--- src/rtl/square_reconstruct_if.sv ---
// ============================================================================
// Module : square_reconstruct_if
// Brief  : Start/busy/done handshake and operand/result bus for square_reconstruct.
// Rev    : 1.0
// ============================================================================
`default_nettype none

interface square_reconstruct_if #(
  parameter int N = 32
);
  logic           start;
  logic [N/2-1:0] root;
  logic [N/2-1:0] remainder;
  logic           busy;
  logic           done;
  logic [N-1:0]   number;
  logic           canonical;

  modport master (
    output start, root, remainder,
    input  busy, done, number, canonical
  );

  modport slave (
    input  start, root, remainder,
    output busy, done, number, canonical
  );
endinterface

`default_nettype wire

--- src/rtl/square_reconstruct.sv ---
// ============================================================================
// Module : square_reconstruct
// Brief  : Rebuilds number = root*root + remainder with a one-bit-per-clock
//          shift-add multiplier; flags canonical pairs (remainder <= 2*root).
//          Optional macro SQUARE_RECONSTRUCT_EARLY_EXIT_EN stops once the
//          remaining multiplier bits are all zero.
// Rev    : 1.0
// ============================================================================
`default_nettype none

module square_reconstruct #(
  parameter int N = 32
) (
  input  wire logic        clk,
  input  wire logic        reset,
  square_reconstruct_if.slave sr
);

  localparam int C_H  = N / 2;
  localparam int C_CW = (C_H > 1) ? $clog2(C_H) : 1;
  localparam logic [C_CW-1:0] C_LAST = C_CW'(C_H - 1);

  typedef enum logic [0:0] {
    S_IDLE = 1'b0,
    S_RUN  = 1'b1
  } state_t;

  state_t          r_state;
  state_t          w_next;
  logic            w_accept;
  logic            w_finish;

  logic [N-1:0]    r_acc;
  logic [N-1:0]    r_mcand;
  logic [C_H-1:0]  r_mplier;
  logic [C_CW-1:0] r_count;
  logic            r_canon;
  logic            r_done;
  logic [N-1:0]    r_number;
  logic            r_canonical;

  logic [N-1:0]    w_acc_sum;
  logic [C_H-1:0]  w_mplier_shr;
  logic            w_canon;

  assign w_acc_sum    = r_mplier[0] ? (r_acc + r_mcand) : r_acc;
  assign w_mplier_shr = r_mplier >> 1;
  // Both sides at C_H+1 bits so 2*root cannot overflow.
  assign w_canon      = ({1'b0, sr.remainder} <= {sr.root, 1'b0});

  always_ff @(posedge clk or posedge reset) begin
    if (reset) begin
      r_state <= S_IDLE;
    end else begin
      r_state <= w_next;
    end
  end

  always_comb begin
    w_next   = r_state;
    w_accept = 1'b0;
    w_finish = 1'b0;
    case (r_state)
      S_IDLE: begin
        if (sr.start) begin
          w_accept = 1'b1;
          w_next   = S_RUN;
        end
      end
      S_RUN: begin
`ifdef SQUARE_RECONSTRUCT_EARLY_EXIT_EN
        w_finish = (r_count == C_LAST) || (w_mplier_shr == '0);
`else
        w_finish = (r_count == C_LAST);
`endif
        if (w_finish) begin
          w_next = S_IDLE;
        end
      end
      default: begin
        w_next = S_IDLE;
      end
    endcase
  end

  always_ff @(posedge clk or posedge reset) begin
    if (reset) begin
      r_acc       <= '0;
      r_mcand     <= '0;
      r_mplier    <= '0;
      r_count     <= '0;
      r_canon     <= 1'b0;
      r_done      <= 1'b0;
      r_number    <= '0;
      r_canonical <= 1'b0;
    end else begin
      r_done <= 1'b0;
      if (w_accept) begin
        r_acc    <= {{(N-C_H){1'b0}}, sr.remainder};
        r_mcand  <= {{(N-C_H){1'b0}}, sr.root};
        r_mplier <= sr.root;
        r_count  <= '0;
        r_canon  <= w_canon;
      end else if (r_state == S_RUN) begin
        r_acc    <= w_acc_sum;
        r_mcand  <= r_mcand << 1;
        r_mplier <= w_mplier_shr;
        r_count  <= r_count + 1'b1;
      end
      if (w_finish) begin
        r_number    <= w_acc_sum;
        r_canonical <= r_canon;
        r_done      <= 1'b1;
      end
    end
  end

  assign sr.busy      = (r_state == S_RUN);
  assign sr.done      = r_done;
  assign sr.number    = r_number;
  assign sr.canonical = r_canonical;

endmodule

`default_nettype wire

--- src/flat_wrapper.sv ---
// flat-port wrapper written by rule: the top's interface ports become plain ports
module square_reconstruct_flat 
#(
  parameter int N = 32
)
  (clk, reset, sr_start, sr_root, sr_remainder, sr_busy, sr_done, sr_number, sr_canonical);
  square_reconstruct_if #(.N(N)) sr_i ();
  input  wire logic clk;
  input  wire logic reset;
  input wire logic [$bits(sr_i.start)-1:0] sr_start;
  input wire logic [$bits(sr_i.root)-1:0] sr_root;
  input wire logic [$bits(sr_i.remainder)-1:0] sr_remainder;
  output wire logic [$bits(sr_i.busy)-1:0] sr_busy;
  output wire logic [$bits(sr_i.done)-1:0] sr_done;
  output wire logic [$bits(sr_i.number)-1:0] sr_number;
  output wire logic [$bits(sr_i.canonical)-1:0] sr_canonical;
  assign sr_i.start = sr_start;
  assign sr_i.root = sr_root;
  assign sr_i.remainder = sr_remainder;
  assign sr_busy = sr_i.busy;
  assign sr_done = sr_i.done;
  assign sr_number = sr_i.number;
  assign sr_canonical = sr_i.canonical;
  square_reconstruct #(.N(N)) u_core (.clk(clk), .reset(reset), .sr(sr_i));
endmodule
--- config.mk ---
export PLATFORM = sky130hd
export DESIGN_NAME = square_reconstruct_flat
export DESIGN_NICKNAME = d
export VERILOG_FILES = /design/src/rtl/square_reconstruct_if.sv /design/src/rtl/square_reconstruct.sv /design/src/flat_wrapper.sv
export SDC_FILE = /design/constraint.sdc
export NUM_CORES = 1
export LEC_CHECK = 0
export CAP_MARGIN = 25
export CORE_MARGIN = 1
export CORE_UTILIZATION = 35
export DETAILED_ROUTE_END_ITERATION = 12
export PLACE_DENSITY = 0.56
export SLEW_MARGIN = 20
export SYNTH_ARGS = -nofsm -noshare
export SYNTH_HDL_FRONTEND = slang
export SYNTH_SLANG_ARGS = --single-unit
export TNS_END_PERCENT = 20
--- constraint.sdc ---
create_clock -name clk -period 5.7 [get_ports clk]
set_input_delay 1.14 -clock clk [delete_from_list [all_inputs] [get_ports clk]]
set_output_delay 1.14 -clock clk [all_outputs]
set_load 0.01 [all_outputs]
==> run_results.csv, run 1 <==
group,metric,value,unit
status,status,"complete, no violations",
flow_run,cap_violations,0,
synth,yosys_warnings,0,
final_layout,layout-area-overhead-vs-synth,21.22,%
floorplanning,start_util,35.67,%
pwr,combinationalPowerShare,47.1,%
floorplanning,dieHeight,145.6,um
clocking,insertion_delay,0.42,ns
worst_setup_path,r2r_end,"u_core.r_acc[30]",
worst_setup_path,setup.worst_path.start,"u_core.r_mcand[0]",
clocking,clkTransAtPathRegs,0.06,ns
global_routing,gr-total-overflow,0,
min_path,hold_path_class,"reg2reg",
clocking,cts_root_buf,"clkbuf_16",
pwr,switchingPower,0.001962,W
route,drtIter0Drc,375,
pwr,p_sw_share,40.31,%
global_routing,first_global_vias,5467,
floorplanning,die_x,145.6,um
synth,syn_area_per_cell,9.288,sq um
timing,min_period,3.185,ns
worst_setup_path,path_max_fanout,5,
timing,finalClockSkew,0.008185,ns
timing,fmax,314.0,MHz
route,via_per_inst,5.103,
timing,timing.slew.headroom,35.22,%
placed_design,place_hpwl,12190,um
synth,syn_nets,860,
worst_setup_path,cp-endpoint,"u_core.r_acc[30]",
synth,yosysTopAreaCell,"dfrtp_1",
synth,syn_area,7217,sq um
worst_setup_path,arrival,3.46,ns
timing,finalSetupTns,0,ns
route,drt_wl_total,17730,um
global_routing,grt_pass1_wl,29340,um
clocking,postCtsHoldBufs,0,
synth,synth_edf_count,0,
final_layout,drive_gt1_share,5.463,%
clocking,clockBufferDepth,2,
global_routing,antenna_found_initial,0,
route,num_vias,5675,
clocking,post_cts_buffers,0,
synth,synth_cells,777,
pwr,finalPower,0.004867,W
route,firstDrtPassIters,4,
pwr,p_per_area,556.3,nW/um^2
floorplanning,die-area,21200,sq um
pwr,p_leak,4.094,nW
clocking,ctsHtreeMaxLevel,4,
worst_setup_path,timing.rr.start,"u_core.r_mcand[0]",
worst_setup_path,reg2reg_setup_slack,2.51,ns
synth,ys_types,53,
placed_design,dpl_worst_slack,2.101,ns
timing,hold_viol,0,
pwr,p_clk_share,22.3,%
timing,setup_viol,0,
placed_design,routabilityCongestion,0.8041,
clocking,clock-sinks,120,
floorplanning,top_level_ports,70,
final_layout,nNetsFinal,912,
pwr,vdd_ir_drop_max,0.0002776,V
worst_setup_path,worst_setup_path_start_kind,"flop",
timing,slew_violations,0,
pwr,internal-power,0.002905,W
route,wl_per_cell,15.95,um
clocking,post_cts_resized,0,
floorplanning,rows,52,
synth,ys.flop_type,"dfrtp_1",
synth,ys_seq_area_share,41.61,%
route,drc,0,
timing,rsz0062_at_grt,"false",
clocking,numCtsBuffers,17,
synth,async_reset_ff_share,100.0,%
synth,yosysTopAreaCellShare,41.61,%
timing,fin_ws,2.515,ns
global_routing,grt_usage,17.54,%
clocking,cts_tree,"built",
final_layout,n_antenna_cell,0,
final_layout,post-route-util,43.24,%
placed_design,port_buffers,69,
pwr,seq_power_share,30.6,%
route,drtAntennaViolNets,0,
global_routing,grt_max_degree,109,
synth,ys_ff_latch,120,
synth,synth_area_leaders,"dfrtp_1 (42%), ha_1 (8.1%), mux2i_1 (6.9%)",
timing,post-route-period-util,55.88,%
worst_setup_path,rr_worst_depth,11,
worst_setup_path,crit_required,5.98,ns
worst_setup_path,path_class,"reg2reg",
worst_setup_path,cp-end-kind,"flop",
floorplanning,core,20230,sq um
timing,tightest_slew,0.9717,ns
==> through the flow <==
stage               hold slack [ns]  cell area, sq um  cells
finish                       0.4688              8748   1112
global route                 0.4923              8748   1112
CTS                          0.4735              8721   1111
detailed placement           0.4593              8139   1079
global placement             0.4599              8139   1079
floorplan                    0.4391              7217    777
==> flip-flops by register name (all words and copies together) (netlist names), 4 cells and up <==
name and flops:
u_core.r_mcand 32, u_core.r_mplier 16, u_core.r_count 4, u_core.sr.number 32, u_core.r_acc 32
==> Yosys cell counts (all sizes together) (3+ instances only) <==
master  number
mux2i       50
and3        11
nor2b       17
a221oi       3
nor3         4
nand2b      20
a31o         4
or3          3
a21o        27
o21ai       95
o21a        11
nand4        8
o211ai       3
inv         19
xnor2       14
clkbuf      33
a21oi       49
a22o        11
nor2        32
buf          9
o31ai        3
nand3        8
a211oi      14
and2         3
xor2        17
ha          47
nand2      110
dfrtp      120
a31oi        5
o22ai        8
==> worst min-delay path by stage <==
stage	cells after the start	from	endpoint	slack, ns
detailed placement	2	u_core.sr.number[17]	u_core.sr.number[17]	0.46
global route	2	u_core.sr.number[17]	u_core.sr.number[17]	0.49
floorplan	2	u_core.r_canon	u_core.sr.canonical	0.44
finish	2	u_core.sr.number[17]	u_core.sr.number[17]	0.47
global placement	2	u_core.sr.number[17]	u_core.sr.number[17]	0.46
CTS	2	u_core.sr.number[17]	u_core.sr.number[17]	0.47
==> final cells by class <==
class                   count  area [sq um]
clock buffers              22         454.2
clock inverters            10         127.6
flip-flops and latches    120          3007
inverters                  19         73.82
well taps                 270         337.8
repair buffers             75         763.2
fillers                  1974         11490
multi-input cells         596          3985
==> power groups by stage <==
stage | registers [W] | logic (W) | clock network, W
6_report | 0.00149 | 0.00229 | 0.00108
5_1_grt | 0.00154 | 0.00257 | 0.00114
3_3_place_gp | 0.00150 | 0.00227 | 0
4_1_cts | 0.00149 | 0.00231 | 0.00110
2_1_floorplan | 0.00144 | 0.00166 | 0
3_5_place_dp | 0.00150 | 0.00229 | 0
==> cell usage in the layout, fill, tap and decap left out, types with 17 or more instances in the layout <==
cell type | synthesis | final
a21o_1 | 27 | 27
a21oi_1 | 48 | 48
clkbuf_16 | 0 | 17
clkdlybuf4s50_1 | 0 | 68
dfrtp_1 | 120 | 119
ha_1 | 47 | 47
inv_1 | 19 | 18
mux2i_1 | 50 | 50
nand2_1 | 110 | 110
nand2b_1 | 20 | 20
nor2_1 | 32 | 32
nor2b_1 | 17 | 17
o21ai_0 | 65 | 65
o21ai_1 | 28 | 28
xor2_1 | 17 | 17
==> cell families (layout without fill, tap and decap cells) <==
| group | after synthesis | count (layout) | share of synthesized area [%] |
|---|---|---|---|
| AO/OA/AOI/OAI | 243 | 243 | 21.52 |
| XOR/XNOR | 31 | 31 | 3.762 |
| adder cells (fa/ha/maj) | 48 | 48 | 8.426 |
| buffers and inverters | 61 | 126 | 3.173 |
| flip-flops | 120 | 120 | 41.61 |
| multiplexers | 51 | 51 | 7.091 |
| AND/OR/NAND/NOR | 223 | 223 | 14.42 |
==> critical path, stage by stage (launching register included) <==
cell,delay [ns]
dfrtp_1,0.43
ha_1,0.25
fa_1,0.43
a211oi_2,0.24
o21ai_1,0.18
a2111oi_4,0.46
o21ai_4,0.15
a31oi_1,0.16
a21oi_1,0.14
a221oi_2,0.36
xor2_1,0.18
o21ai_1,0.07
==> metal layers <==
metal	up-vias	global-route usage, %	wire (um)
met5	-	0	0
met4	0	4.947	183
met3	14	3.480	507
met2	83	26.97	7934
met1	2695	24.98	9105
li1	2883	-	-
Note: power is estimated with default switching activity, not from simulation.
==> run 2: changes to the inputs <==
==> constraint.sdc (replaced) <==
create_clock -name clk -period 3.3 [get_ports clk]
set_input_delay 0.66 -clock clk [delete_from_list [all_inputs] [get_ports clk]]
set_output_delay 0.66 -clock clk [all_outputs]
set_load 0.01 [all_outputs]
==> run_results.csv, run 2 (same netlist as run 1, synthesis figures left out) <==
group,metric,value,unit
floorplanning,start_util,35.67,%
pwr,p_leak,4.120,nW
clocking,clkTransAtPathRegs,0.06,ns
floorplanning,dieHeight,145.6,um
final_layout,layout.cells.most_common_list,"dfrtp_1 (119), nand2_1 (110), clkdlybuf4s50_1 (68), o21ai_0 (65), mux2i_1 (50)",
global_routing,grt_usage,17.72,%
worst_setup_path,path_max_fanout,5,
final_layout,nNetsFinal,918,
clocking,cts_root_buf,"clkbuf_16",
timing,min_period,3.082,ns
global_routing,gr-total-overflow,0,
worst_setup_path,path_class,"reg2reg",
route,wl_per_cell,16.11,um
final_layout,nFillCells,1997,
worst_setup_path,timing.rr.start,"u_core.r_mcand[0]",
placed_design,dp_cells,1086,
route,drt_wl_total,18010,um
route,drc,0,
route,firstDrtPassIters,4,
worst_setup_path,reg2reg_setup_slack,0.22,ns
timing,hold_viol,0,
clocking,post_cts_resized,0,
final_layout,n_antenna_cell,0,
flow_run,cap_violations,0,
timing,timing.slew.headroom,53.65,%
global_routing,antenna_found_initial,0,
placed_design,routabilityCongestion,0.8092,
timing,post-route-period-util,93.40,%
final_layout,drive_gt1_share,6.132,%
floorplanning,die-area,21200,sq um
clocking,postCtsHoldBufs,0,
timing,finalSetupTns,0,ns
timing,finalClockSkew,0.008532,ns
route,num_vias,5760,
placed_design,place_hpwl,12780,um
timing,setup_viol,0,
worst_setup_path,cp-end-kind,"flop",
worst_setup_path,crit_required,3.60,ns
global_routing,grt_max_degree,66,
min_path,hold_end,"u_core.sr.number[4]",
route,via_per_inst,5.152,
final_layout,layout-area-overhead-vs-synth,22.16,%
route,drtIter0Drc,269,
worst_setup_path,worst_setup_path_start_kind,"flop",
min_path,hold_start,"u_core.sr.number[4]",
min_path,hold_path_depth,2,
min_path,hold_path_class,"reg2reg",
clocking,clock-sinks,120,
worst_setup_path,rr_worst_depth,11,
global_routing,grt_pass1_wl,29640,um
timing,fmax,324.4,MHz
pwr,vdd_ir_drop_max,0.0004426,V
clocking,numCtsBuffers,17,
global_routing,first_global_vias,5582,
floorplanning,core,20230,sq um
route,drtAntennaViolNets,0,
pwr,p_per_area,965.1,nW/um^2
clocking,ctsHtreeMaxLevel,4,
floorplanning,rows,52,
timing,rsz0062_at_grt,"false",
worst_setup_path,arrival,3.38,ns
final_layout,final_common_cell,"dfrtp_1",
timing,tightest_slew,0.6953,ns
floorplanning,top_level_ports,70,
timing,slew_violations,0,
clocking,clockBufferDepth,2,
clocking,post_cts_buffers,0,
clocking,insertion_delay,0.42,ns
clocking,cts_tree,"built",
final_layout,stdcell_count,1118,
status,status,"complete, no violations",
worst_setup_path,r2r_end,"u_core.r_acc[30]",
floorplanning,die_x,145.6,um
placed_design,port_buffers,69,
[run 2: cell count changes in the layout (fill, tap and decap cells not counted)]
cell	delta
buf_16	-1
buf_12	+1
clkinv_2	-4
buf_4	+6
clkbuf_8	+3
clkinvlp_4	+2
inv_4	-1
[run 2: area by class of cell]
cell class,count,area (sq um),area share [%]
inverter,19,75.07,0.8515
timing repair buffer,81,800.8,9.083
clock buffer,25,495.5,5.620
sequential,120,3007,34.10
tap,270,337.8,3.832
multi-input combinational,596,3985,45.20
clock inverter,7,115.1,1.306
[run 2: worst max-delay path by stage]
stage	startpoint	to	slack, ns	cells past startpoint
6_report	u_core.r_mcand[0]	u_core.r_acc[30]	0.22	11
5_1_grt	u_core.r_mcand[0]	u_core.sr.number[30]	0.007	11
4_1_cts	u_core.r_mcand[0]	u_core.r_acc[30]	0.17	11
3_5_place_dp	u_core.r_mcand[0]	u_core.r_acc[30]	0.19	11
3_3_place_gp	sr_root[1]	u_core.r_canon	0.23	12
2_1_floorplan	u_core.r_mcand[0]	u_core.r_acc[30]	0.46	11
[run 2: metrics by stage]
stage               hold WS [ns]  setup slack [ns]  utilization (%)  area, sq um  power, W
CTS                       0.4739            0.1695            43.57         8816  0.008571
global route              0.4920          0.006804            43.57         8816  0.009174
global placement          0.4584            0.2275            40.55         8205  0.006544
detailed placement        0.4614            0.1911            40.55         8205  0.006577
finish                    0.4731            0.2178            43.57         8816  0.008509
floorplan                 0.4391            0.4639                -         7221  0.005358
[run 2: worst max-delay path, stage by stage (launching register included)]
cell and delay, ns:
dfrtp_1 0.40, ha_1 0.24, fa_1 0.44, a211oi_2 0.23, o21ai_1 0.18, a2111oi_4 0.41
o21ai_4 0.15, a31oi_1 0.17, a21oi_1 0.15, a221oi_2 0.35, xor2_1 0.17, o21ai_1 0.08
[run 2: per-layer routing]
| layer | global-route usage, % | vias up | part of all wire [%] |
|---|---|---|---|
| li1 | - | 2894 | - |
| met1 | 25.04 | 2760 | 52 |
| met2 | 27.26 | 94 | 44 |
| met3 | 3.793 | 12 | 2.8 |
| met4 | 5.000 | 0 | 0.96 |
| met5 | 0 | - | 0 |
[run 2: where the power goes]
| part | internal [W] | switching [W] |
|---|---|---|
| combinational | 0.00177 | 0.00223 |
| clock | 0.00127 | 0.000676 |
| sequential | 0.00207 | 0.000495 |
| total | 0.00511 | 0.00340 |
==> run 3: changes to the inputs <==
--- a/config.mk
+++ b/config.mk
@@ -7,9 +7,9 @@
 export LEC_CHECK = 0
 export CAP_MARGIN = 25
 export CORE_MARGIN = 1
-export CORE_UTILIZATION = 35
+export CORE_UTILIZATION = 30
 export DETAILED_ROUTE_END_ITERATION = 12
-export PLACE_DENSITY = 0.56
+export PLACE_DENSITY = 0.5
 export SLEW_MARGIN = 20
 export SYNTH_ARGS = -nofsm -noshare
 export SYNTH_HDL_FRONTEND = slang
==> run_results.csv, run 3 (same netlist as run 1, synthesis figures left out) <==
group,metric,value,unit
global_routing,gr-total-overflow,0,
final_layout,layout.cells.most_common_list,"dfrtp_1 (119), nand2_1 (110), clkdlybuf4s50_1 (68), o21ai_0 (65), mux2i_1 (50)",
worst_setup_path,arrival,3.42,ns
worst_setup_path,crit_path_top_delay_cell,"a2111oi_4",
final_layout,nNetsFinal,925,
final_layout,final_common_cell,"dfrtp_1",
clocking,ctsHtreeMaxLevel,4,
route,drc,0,
worst_setup_path,cpMostUsedCell,"o21ai_1",
final_layout,post-route-util,37.88,%
floorplanning,top_level_ports,70,
floorplanning,dieHeight,157.1,um
clocking,post_cts_buffers,0,
placed_design,dp_cells,1142,
timing,post-route-period-util,94.50,%
clocking,numCtsBuffers,17,
min_path,hold_path_class,"reg2reg",
pwr,p_per_area,961.6,nW/um^2
clocking,post_cts_resized,0,
worst_setup_path,cp.buffers_inverters,0,
timing,hold_viol,0,
route,drtIter0Drc,261,
placed_design,port_buffers,69,
route,wl_per_cell,16.14,um
worst_setup_path,crit_chain,"ha_1 > fa_1 > a211oi_2 > o21ai_1 > a2111oi_4 > o21ai_4 > a31oi_1 > a21oi_1 > a221oi_2 > xor2_1 > o21ai_1",
clocking,insertion_delay,0.43,ns
status,status,"complete, no violations",
flow_run,cap_violations,0,
clocking,clkTransAtPathRegs,0.06,ns
floorplanning,die-area,24680,sq um
global_routing,grt_usage,16.42,%
timing,rsz0062_at_grt,"false",
route,num_vias,5779,
timing,hold_slack,0.4707,ns
worst_setup_path,worst_setup_path_start_kind,"flop",
pwr,finalPower,0.008575,W
clocking,clock-sinks,120,
timing,timing.slew.headroom,51.41,%
route,via_per_inst,4.922,
worst_setup_path,path_class,"reg2reg",
pwr,vdd_ir_drop_max,0.0003764,V
timing,tightest_slew,0.7274,ns
floorplanning,start_util,30.65,%
floorplanning,die_x,157.1,um
clocking,clockBufferDepth,2,
route,drtAntennaViolNets,0,
floorplanning,core,23540,sq um
route,drt_wl_total,18940,um
placed_design,place_hpwl,13670,um
final_layout,n_antenna_cell,0,
global_routing,first_global_vias,5647,
route,firstDrtPassIters,4,
timing,fmax,320.7,MHz
worst_setup_path,cp_top_family,"compound AO/OA/AOI/OAI gates",
pwr,p_leak,4.149,nW
floorplanning,rows,56,
timing,finalClockSkew,0.008051,ns
worst_setup_path,crit_required,3.61,ns
worst_setup_path,cp-end-kind,"flop",
global_routing,antenna_found_initial,0,
clocking,postCtsHoldBufs,0,
final_layout,stdcell_count,1174,
global_routing,grt_max_degree,61,
clocking,cts_root_buf,"clkbuf_16",
timing,slew_violations,0,
final_layout,drive_gt1_share,6.901,%
timing,finalSetupTns,0,ns
worst_setup_path,slowest_delay,0.46,ns
timing,setup_viol,0,
worst_setup_path,path_max_fanout,5,
global_routing,grt_pass1_wl,31110,um
final_layout,layout-area-overhead-vs-synth,23.56,%
timing,min_period,3.119,ns
clocking,cts_tree,"built",
placed_design,routabilityCongestion,0.8165,
## run 3: final cells by class
type                       instances  area [sq um]
tap                              319         399.1
fill                            2476         14630
inverter                          19         75.07
clock inverter                     7         115.1
timing repair buffer              88         840.8
clock buffer                      25         495.5
sequential                       120          3007
multi-input combinational        596          3985
## run 3: tightest hold or removal path: stages, from the launching register on
cell	delay (ns)
dfrtp_1	0.34
nand2_1	0.05
nand2_1	0.05
## run 3: path summary, 6_finish.rpt
check,from,endpoint,slack [ns],cells after the start
setup / recovery,u_core.r_mcand[0],u_core.r_acc[30],0.18,11
hold / removal,u_core.sr.number[17],u_core.sr.number[17],0.47,2
setup reg to reg,u_core.r_mcand[0],u_core.r_acc[30],0.18,11
hold reg to reg,u_core.sr.number[17],u_core.sr.number[17],0.47,2
max in group asynchronous,reset,u_core.sr.busy,1.86,3
min in group asynchronous,reset,u_core.r_mplier[15],0.70,2
## run 3: routing by layer
layer / track usage (%) / up-vias / part of all wire (%)
li1: - / 2917 / -
met1: 22.95 / 2754 / 51
met2: 25.48 / 90 / 45
met3: 3.111 / 18 / 3.0
met4: 5.132 / 0 / 1.4
met5: 0 / - / 0
## run 3: metrics by stage
stage | cell area (sq um) | setup slack (ns)
6_report | 8917 | 0.1814
5_1_grt | 8917 | 0.01111
4_1_cts | 8917 | 0.1760
3_5_place_dp | 8307 | 0.1879
3_3_place_gp | 8307 | 0.2160
2_1_floorplan | 7221 | 0.4639
## run 3: where the power goes
part / switching (W) / leakage, nW / internal, W
clock network: 0.000697 / 0.293 / 0.00127
logic: 0.00227 / 2.33 / 0.00178
registers: 0.000491 / 1.53 / 0.00207
total: 0.00346 / 4.15 / 0.00512
